File: src/rtl/wm_btn_pkg.sv
// Shared types and default timing for the washing-machine front-panel arbiter.
// Holds the arbiter state encoding and the one-entry event record.
package wm_btn_pkg;

    localparam int DEF_N_BTN    = 4;
    localparam int DEF_LOCK_CYC = 25_000_000;
    localparam int DEF_LONG_CYC = 50_000_000;

    localparam int EV_ID_W = $clog2(DEF_N_BTN);

    typedef enum logic [1:0] {
        ST_IDLE   = 2'd0,
        ST_ACTIVE = 2'd1,
        ST_HELD   = 2'd2
    } arb_state_e;

    typedef struct packed {
        logic [EV_ID_W-1:0] id;
        logic               is_long;
    } btn_ev_t;

endpackage

File: src/rtl/btn_sync.sv
// Two-flop synchronizer plus history register for a vector of raw buttons.
// All flops reset to ones so a button held through reset never yields an edge.
module btn_sync #(
    parameter int W = 4
) (
    input  logic         clk,
    input  logic         rst_n,
    input  logic [W-1:0] bt,
    output logic [W-1:0] lvl,
    output logic [W-1:0] rise
);

    logic [W-1:0] ff1_q, ff1_d;
    logic [W-1:0] ff2_q, ff2_d;
    logic [W-1:0] prv_q, prv_d;

    always_comb begin
        ff1_d = bt;
        ff2_d = ff1_q;
        prv_d = ff2_q;
    end

    always_ff @(posedge clk or negedge rst_n) begin
        if (!rst_n) begin
            ff1_q <= '1;
            ff2_q <= '1;
            prv_q <= '1;
        end else begin
            ff1_q <= ff1_d;
            ff2_q <= ff2_d;
            prv_q <= prv_d;
        end
    end

    assign lvl  = ff2_q;
    assign rise = ff2_q & ~prv_q;

endmodule

File: src/rtl/btn_panel_arbiter.sv
// Front-panel arbiter: one shared lockout/hold timer, fixed-priority press selection,
// and a one-entry valid/ready event buffer toward the control FSM.
module btn_panel_arbiter
    import wm_btn_pkg::*;
#(
    parameter int N_BTN    = DEF_N_BTN,
    parameter int LOCK_CYC = DEF_LOCK_CYC,
    parameter int LONG_CYC = DEF_LONG_CYC
) (
    input  logic                     clk,
    input  logic                     rst_n,
    input  logic [N_BTN-1:0]         bt,
    input  logic                     ev_ready,
    output logic                     ev_valid,
    output logic [$clog2(N_BTN)-1:0] ev_id,
    output logic                     ev_long,
    output logic                     ev_drop,
    output logic                     busy
);

    localparam int ID_W  = $clog2(N_BTN);
    localparam int CNT_W = $clog2(LONG_CYC + 1);

    localparam logic [CNT_W-1:0] CNT_SAT      = CNT_W'(LONG_CYC);
    localparam logic [CNT_W-1:0] CNT_LONG_HIT = CNT_W'(LONG_CYC - 1);
    localparam logic [CNT_W-1:0] CNT_LOCK_END = CNT_W'(LOCK_CYC - 1);

    // Handshake: the buffered event transfers on any clock edge where ev_valid and
    // ev_ready are both high; ev_id/ev_long hold steady while ev_valid=1, ev_ready=0.

    logic [N_BTN-1:0] lvl;
    logic [N_BTN-1:0] rise;

    arb_state_e       state_q, state_d;
    logic [ID_W-1:0]  sel_q, sel_d;
    logic [CNT_W-1:0] cnt_q, cnt_d;
    logic             ev_valid_q, ev_valid_d;
    btn_ev_t          ev_q, ev_d;
    logic             ev_drop_q, ev_drop_d;

    logic [ID_W-1:0]  pick_id;
    logic             sel_lvl;
    logic             emit;
    btn_ev_t          emit_ev;

    btn_sync #(.W(N_BTN)) u_sync (
        .clk  (clk),
        .rst_n(rst_n),
        .bt   (bt),
        .lvl  (lvl),
        .rise (rise)
    );

    // Lowest set index wins; scanning downward lets the lowest index land last.
    always_comb begin
        pick_id = '0;
        for (int i = N_BTN - 1; i >= 0; i--) begin
            if (rise[i]) begin
                pick_id = ID_W'(i);
            end
        end
    end

    assign sel_lvl = lvl[sel_q];

    always_comb begin
        state_d = state_q;
        sel_d   = sel_q;
        cnt_d   = cnt_q;
        emit    = 1'b0;
        emit_ev = '0;

        if (state_q != ST_IDLE && cnt_q != CNT_SAT) begin
            cnt_d = cnt_q + 1'b1;
        end

        case (state_q)
            ST_IDLE: begin
                if (|rise) begin
                    sel_d           = pick_id;
                    emit            = 1'b1;
                    emit_ev.id      = EV_ID_W'(pick_id);
                    emit_ev.is_long = 1'b0;
                    cnt_d           = '0;
                    state_d         = ST_ACTIVE;
                end
            end
            ST_ACTIVE: begin
                if (cnt_q == CNT_LONG_HIT && sel_lvl) begin
                    emit            = 1'b1;
                    emit_ev.id      = EV_ID_W'(sel_q);
                    emit_ev.is_long = 1'b1;
                    state_d         = ST_HELD;
                end else if (cnt_q >= CNT_LOCK_END && !sel_lvl) begin
                    state_d = ST_IDLE;
                end
            end
            ST_HELD: begin
                if (!sel_lvl) begin
                    state_d = ST_IDLE;
                end
            end
            default: state_d = ST_IDLE;
        endcase
    end

    // A full, stalled buffer keeps its contents; the new event is discarded.
    always_comb begin
        ev_valid_d = ev_valid_q;
        ev_d       = ev_q;
        ev_drop_d  = 1'b0;

        if (ev_valid_q && ev_ready) begin
            ev_valid_d = 1'b0;
        end
        if (emit) begin
            if (!ev_valid_q || ev_ready) begin
                ev_valid_d = 1'b1;
                ev_d       = emit_ev;
            end else begin
                ev_drop_d = 1'b1;
            end
        end
    end

    always_ff @(posedge clk or negedge rst_n) begin
        if (!rst_n) begin
            state_q    <= ST_IDLE;
            sel_q      <= '0;
            cnt_q      <= '0;
            ev_valid_q <= 1'b0;
            ev_q       <= '0;
            ev_drop_q  <= 1'b0;
        end else begin
            state_q    <= state_d;
            sel_q      <= sel_d;
            cnt_q      <= cnt_d;
            ev_valid_q <= ev_valid_d;
            ev_q       <= ev_d;
            ev_drop_q  <= ev_drop_d;
        end
    end

    assign ev_valid = ev_valid_q;
    assign ev_id    = ID_W'(ev_q.id);
    assign ev_long  = ev_q.is_long;
    assign ev_drop  = ev_drop_q;
    assign busy     = (state_q != ST_IDLE);

endmodule

File: config.mk
export PLATFORM = sky130hd
export DESIGN_NAME = btn_panel_arbiter
export DESIGN_NICKNAME = d
export VERILOG_FILES = /design/src/rtl/wm_btn_pkg.sv /design/src/rtl/btn_sync.sv /design/src/rtl/btn_panel_arbiter.sv
export SDC_FILE = /design/constraint.sdc
export NUM_CORES = 1
export LEC_CHECK = 0
export CORE_AREA = 8 8 71 88
export CTS_CLUSTER_SIZE = 14
export DETAILED_ROUTE_END_ITERATION = 6
export DIE_AREA = 0 0 79 96
export PLACE_DENSITY = 0.7
export SYNTH_ARGS = -nofsm -noshare
export SYNTH_HDL_FRONTEND = slang
export SYNTH_SLANG_ARGS = --single-unit
export TNS_END_PERCENT = 10
File: constraint.sdc
create_clock -name clk -period 3.02 [get_ports clk]
set_input_delay 0.604 -clock clk [delete_from_list [all_inputs] [get_ports clk]]
set_output_delay 0.604 -clock clk [all_outputs]
set_load 0.005 [all_outputs]
Word level (Yosys, flattened, before mapping)
Index checks and enable logic that the tools add are counted.

Add/sub/neg operators: 1. Magnitude comparators: 2. Equality and inequality tests: 7. Muxes and demuxes: 25. Bitwise logic cells: 2. Reductions and logical operators: 13.

Operators with widths (number): $mux W26 (3); $add A26 B1 Y26 const B (1); $eq A26 B26 Y1 const B (1); $ge A26 B25 Y1 const B (1); $ne A26 B26 Y1 const B (1); $mux W2 (8); $mux W1 (8); $mux W3 (2); $pmux W2 S3 (1); $pmux W3 S2 (1); $and A4 B4 Y4 (1); $logic_and A1 B1 Y1 (4); $ne A2 B2 Y1 const B (2); $not A4 Y4 (1); $reduce_and A2 Y1 (2); $reduce_or A4 Y1 (1); $lt A2 B3 Y1 const B (1); $ne A3 B3 Y1 const B (1); $reduce_and A3 Y1 (1); $bmux W1 S2 (1); $eq A2 B1 Y1 const B (1); $eq A2 B2 Y1 const B (1); $logic_not A1 Y1 (2); $logic_not A2 Y1 (1); 3 further kinds (3).

Register bits: 47. Bits of input ports: 7. Output and inout bits: 6. Word-level logic and storage cells: 60.

Longest topological paths before layout
Word-level depth: 8. Gate-level depth with buffers: 8.

Hierarchy
From an unflattened synthesis, not the netlist that was laid out.

Cell total of the unflattened synthesis: 227. Area, all modules: 2304.7 um^2.

By module, submodules not included: btn_panel_arbiter (instances 1, cells each 211, area each 1934.4 um^2, seq. area each 875.8 um^2); btn_sync (instances 1, cells each 16, area each 370.4 um^2, seq. area each 315.3 um^2).

Worst setup path after synthesis
OpenSTA, ideal clock, no wires.

Path type: flip-flop to flip-flop. Start point: register u_sync.ff2_q[2] (netlist: u_sync.lvl[2]). End point: register ev_q, in the netlist ev_id[0]. Library setup time: 0.120 ns. Arrival: 1.986 ns. Data required time: 2.900 ns. Path slack: 0.915 ns. Stages on the path, launching flop included: 7. Buffers on the path: 1. Cell sequence: dfstp_2 > mux4_2 > nand4_1 > or4_1 > buf_2 > or4b_1 > and3_1.

Longest elaborated chain between the ends: 6. Elaborated cells on any way between the ends: 15. Those cells by class: mux (11); bitwise (1); reduce/logical (3).

Ends and longest elaborated chain: start: declaration (RTL line btn_sync.sv:14) `logic [W-1:0] ff2_q, ff2_d;`; start signal: assignment (RTL line btn_sync.sv:26) `ff2_q <= '1;`; start signal: assignment (RTL line btn_sync.sv:30) `ff2_q <= ff2_d;`; $bmux W1 S2 or $and A4 B4 Y4 (tied branches) (RTL line btn_panel_arbiter.sv:64, btn_sync.sv:36); $mux W1 (not written as such) or $mux W2 (tied branches) (RTL line btn_panel_arbiter.sv:64, btn_panel_arbiter.sv:58); $logic_and A1 B1 Y1 or $mux W2 (tied branches) (RTL line btn_panel_arbiter.sv:89, btn_panel_arbiter.sv:58); $mux W1 or $mux W2 (tied branches) (RTL line btn_panel_arbiter.sv:89, btn_panel_arbiter.sv:58); $pmux W1 S2 or $mux W3 (tied branches) (RTL line btn_panel_arbiter.sv:77, btn_panel_arbiter.sv:79); $reduce_and A2 Y1 (no line) or $pmux W3 S2 (tied branches); end signal: assignment (RTL line btn_panel_arbiter.sv:139) `ev_q <= ev_d;`; end: declaration (RTL line btn_panel_arbiter.sv:38) `btn_ev_t ev_q, ev_d;`.

Several ways; a longest one is shown, not always the timed one. The select of a mux whose other input is x is not followed. A chain may end at the register's enable or synchronous reset.

Worst setup path after layout
Start point: register state_q[1]. End point: output port busy.

Longest elaborated chain between the ends: 1.

Ends and longest elaborated chain: start: declaration (RTL line btn_panel_arbiter.sv:34) `arb_state_e state_q, state_d;`; start signal: assignment (RTL line btn_panel_arbiter.sv:135) `state_q <= state_d;`; $reduce_bool A2 Y1 (RTL line btn_panel_arbiter.sv:148) `assign busy = (state_q != ST_IDLE);`; end: declaration (RTL line btn_panel_arbiter.sv:18) `output logic busy`.

Every way passes these cells.

==> flow_metrics.env <==
export IMPL_h_tree_depth=2
export IMPL_dpl_instance_area_um2=2560
export IMPL_core_area_um2=4930
export IMPL_avgSynthCellArea_um2=9.55
export IMPL_wirelength_mm=4.97
export IMPL_pre_cts_slack_ps=770
export IMPL_synthArstFlopShare_pct=100
export IMPL_vias=1895
export IMPL_yosysSeqAreaShare_pct=50.5
export IMPL_drv_slew=0
export IMPL_die_h_um=96
export IMPL_first_pass_iters=6
export IMPL_period_needed_ps=2380
export IMPL_setup_tns_ps=0
export IMPL_cts_setup_buffers=0
export IMPL_dp_hpwl_mm=3.52
export IMPL_period_share_pct=78.7
export IMPL_finClkSkew_ps=7.16
export IMPL_power_net_switching_uw=572
export IMPL_gr_usage_all_layers_pct=14.5
export IMPL_cp_start_kind="flip-flop"
export IMPL_synth_cells=247
export IMPL_cts_sinks=47
export IMPL_routabilityCongestion=0.813
export IMPL_drive_gt1_share_pct=13.7
export IMPL_p_leak_nw=1.08
export IMPL_criticalPathCategory="flip-flop to primary output"
export IMPL_worst_ep_required_time_ps=2420
export IMPL_power_frac_clock_pct=25.7
export IMPL_outcome="finished clean"
export IMPL_fmax_mhz=421
export IMPL_hold_class="flip-flop to flip-flop"
export IMPL_port_buffers=12
export IMPL_r2r_slack_ps=770
export IMPL_clk_pin_slew_ps=90
export IMPL_drt_iter0_markers=128
export IMPL_place_inst=317
export IMPL_die_area_um2=7580
export IMPL_synth_seq_cells=47
export IMPL_rsz0062_at_grt="no"
export IMPL_crit_fanout=9
export IMPL_antenna_cells=0
export IMPL_start_util_pct=47.8
export IMPL_antenna_found_initial=0
export IMPL_intPower_mw=1.12
export IMPL_cts_tree="done"
export IMPL_swShare_pct=33.8
export IMPL_worst_hold_slack_ps=361
export IMPL_rows=29
export IMPL_synth_cell_types=47
export IMPL_yosysWarnings=0
export IMPL_via_per_inst=5.83
export IMPL_worstPathArrival_ps=1770
export IMPL_share_comb_of_total_power_pct=27.9
export IMPL_clk_path_buf_depth=2
export IMPL_layout_nets=271
export IMPL_grt_pass1_wl_mm=8.74
export IMPL_wl_per_cell_um=15.3
export IMPL_synth_nets=256
export IMPL_die_w_um=79
export IMPL_hold_viol_final=0
export IMPL_setup_viol_count_final=0
export IMPL_insertion_delay_ps=300
export IMPL_relSlewSlack_pct=34.1
export IMPL_area_growth_pct=13.0
export IMPL_io_pins=13
export IMPL_powerDensity_nw_per_um2=635
export IMPL_finalPower_mw=1.69
export IMPL_worst_slack_ps=642
export IMPL_root_buffer="clkbuf_8"
export IMPL_fin_util_pct=54.0
export IMPL_instances_no_fill=325
export IMPL_grt_pass1_vias=1830
export IMPL_synthFlopType="dfrtp_1"
export IMPL_final_area_um2=2670
export IMPL_syn_area_um2=2360
export IMPL_critPathCaptureType="primary output"
export IMPL_drc=0
export IMPL_synth_edf_count=0
export IMPL_maxCapViolations=0
export IMPL_grt_overflow=0
export IMPL_p_seq_share_pct=46.5
export IMPL_grt_max_degree=46
export IMPL_cts_inserted_buffers=5
export IMPL_postRouteAntennaNets=0
export IMPL_postCtsHoldBufs=0
export IMPL_tightest_slew_ps=989
export IMPL_ir_drop_mv=0.383
export IMPL_cts_resized_gates=0
-- cells in the final DEF (no fill, tap or decap), types with 7 or more instances in the layout --
cell | Yosys | routed
a21oi_1 | 16 | 16
o31ai_1 | 8 | 8
or3_1 | 7 | 7
o21ai_0 | 16 | 16
nand4_1 | 9 | 9
or4_1 | 7 | 7
nand3_1 | 20 | 20
dfstp_2 | 12 | 12
clkdlybuf4s50_1 | 0 | 11
nand2_1 | 20 | 20
nor2_1 | 18 | 18
dfrtp_1 | 35 | 35
-- synthesized netlist by cell type (2+ instances only) --
library cell	instances	area share [%]
a21o_1	2	0.64
a21oi_1	16	3.4
and2_1	3	0.80
and3_1	6	1.6
and3_2	2	0.64
buf_2	5	1.1
clkbuf_1	4	0.64
dfrtp_1	35	37
dfstp_2	12	13
ha_1	2	1.1
inv_1	5	0.80
nand2_1	20	3.2
nand2b_1	6	1.6
nand3_1	20	4.2
nand4_1	9	2.4
nor2_1	18	2.9
nor2b_1	5	1.3
nor3_1	5	1.1
nor3b_1	2	0.64
nor4_1	3	0.80
o211ai_1	3	0.95
o21ai_0	16	3.4
o31ai_1	8	2.5
or3_1	7	1.9
or4_1	7	2.2
xnor2_1	2	0.74
xor2_1	4	1.5
-- power by group through the flow --
stage | Clock (mW) | Sequential, mW | Combinational (mW)
after floorplan | 0 | 0.781 | 0.300
after global placement | 0 | 0.792 | 0.478
after detailed placement | 0 | 0.796 | 0.477
after CTS | 0.449 | 0.786 | 0.477
after global routing | 0.473 | 0.798 | 0.526
final | 0.434 | 0.786 | 0.472
-- path summary, 6_finish.rpt --
| check | from | endpoint | depth (start not counted) |
|---|---|---|---|
| worst max-delay path | state_q[1] | busy | 3 |
| worst min-delay path | u_sync.ff1_q[2] | u_sync.lvl[2] | 0 |
| worst max register to register | cnt_q[8] | ev_id[0] | 5 |
| worst min register to register | u_sync.ff1_q[2] | u_sync.lvl[2] | 0 |
| max in group asynchronous | rst_n | u_sync.prv_q[3] | 2 |
| min in group asynchronous | rst_n | cnt_q[1] | 1 |
-- worst max-delay path: stages, from the launching register on --
cell and delay, ps:
dfrtp_1 410, nor2_1 170, clkinv_1 330, clkdlybuf4s50_1 560
-- area by class of cell --
type / count / area (um^2)
inverters: 6 / 22.5
clock buffers: 6 / 93.8
multi-input cells: 185 / 1110
clock inverters: 2 / 15.0
fillers: 462 / 2270
repair buffers: 17 / 153
well taps: 62 / 77.6
flip-flops and latches: 47 / 1190
-- layer usage --
layer | routed length [um] | up-vias | global-route usage [%]
met5 | 0 | - | 0
met4 | 108 | 0 | 6.97
met3 | 122 | 8 | 2.90
met2 | 2540 | 30 | 24.1
met1 | 2200 | 925 | 17.7
li1 | - | 932 | -
-- sequential cells by signal (all words and copies together) (netlist names) --
register	cells
u_sync.prv_q	4
ev_id	2
ev_drop	1
sel_q	2
ev_long	1
ev_valid	1
state_q	2
u_sync.ff1_q	4
cnt_q	26
u_sync.lvl	4
-- logic make-up after synthesis --
| family | synth area share [%] |
|---|---|
| XOR/XNOR | 2.23 |
| multiplexers | 1.38 |
| adder cells (fa/ha/maj) | 1.06 |
| flip-flops | 50.5 |
| buffers and inverters | 2.65 |
| AND/OR/NAND/NOR | 28.8 |
| AO/OA/AOI/OAI | 13.4 |
Power figures use the tool's default switching activity.
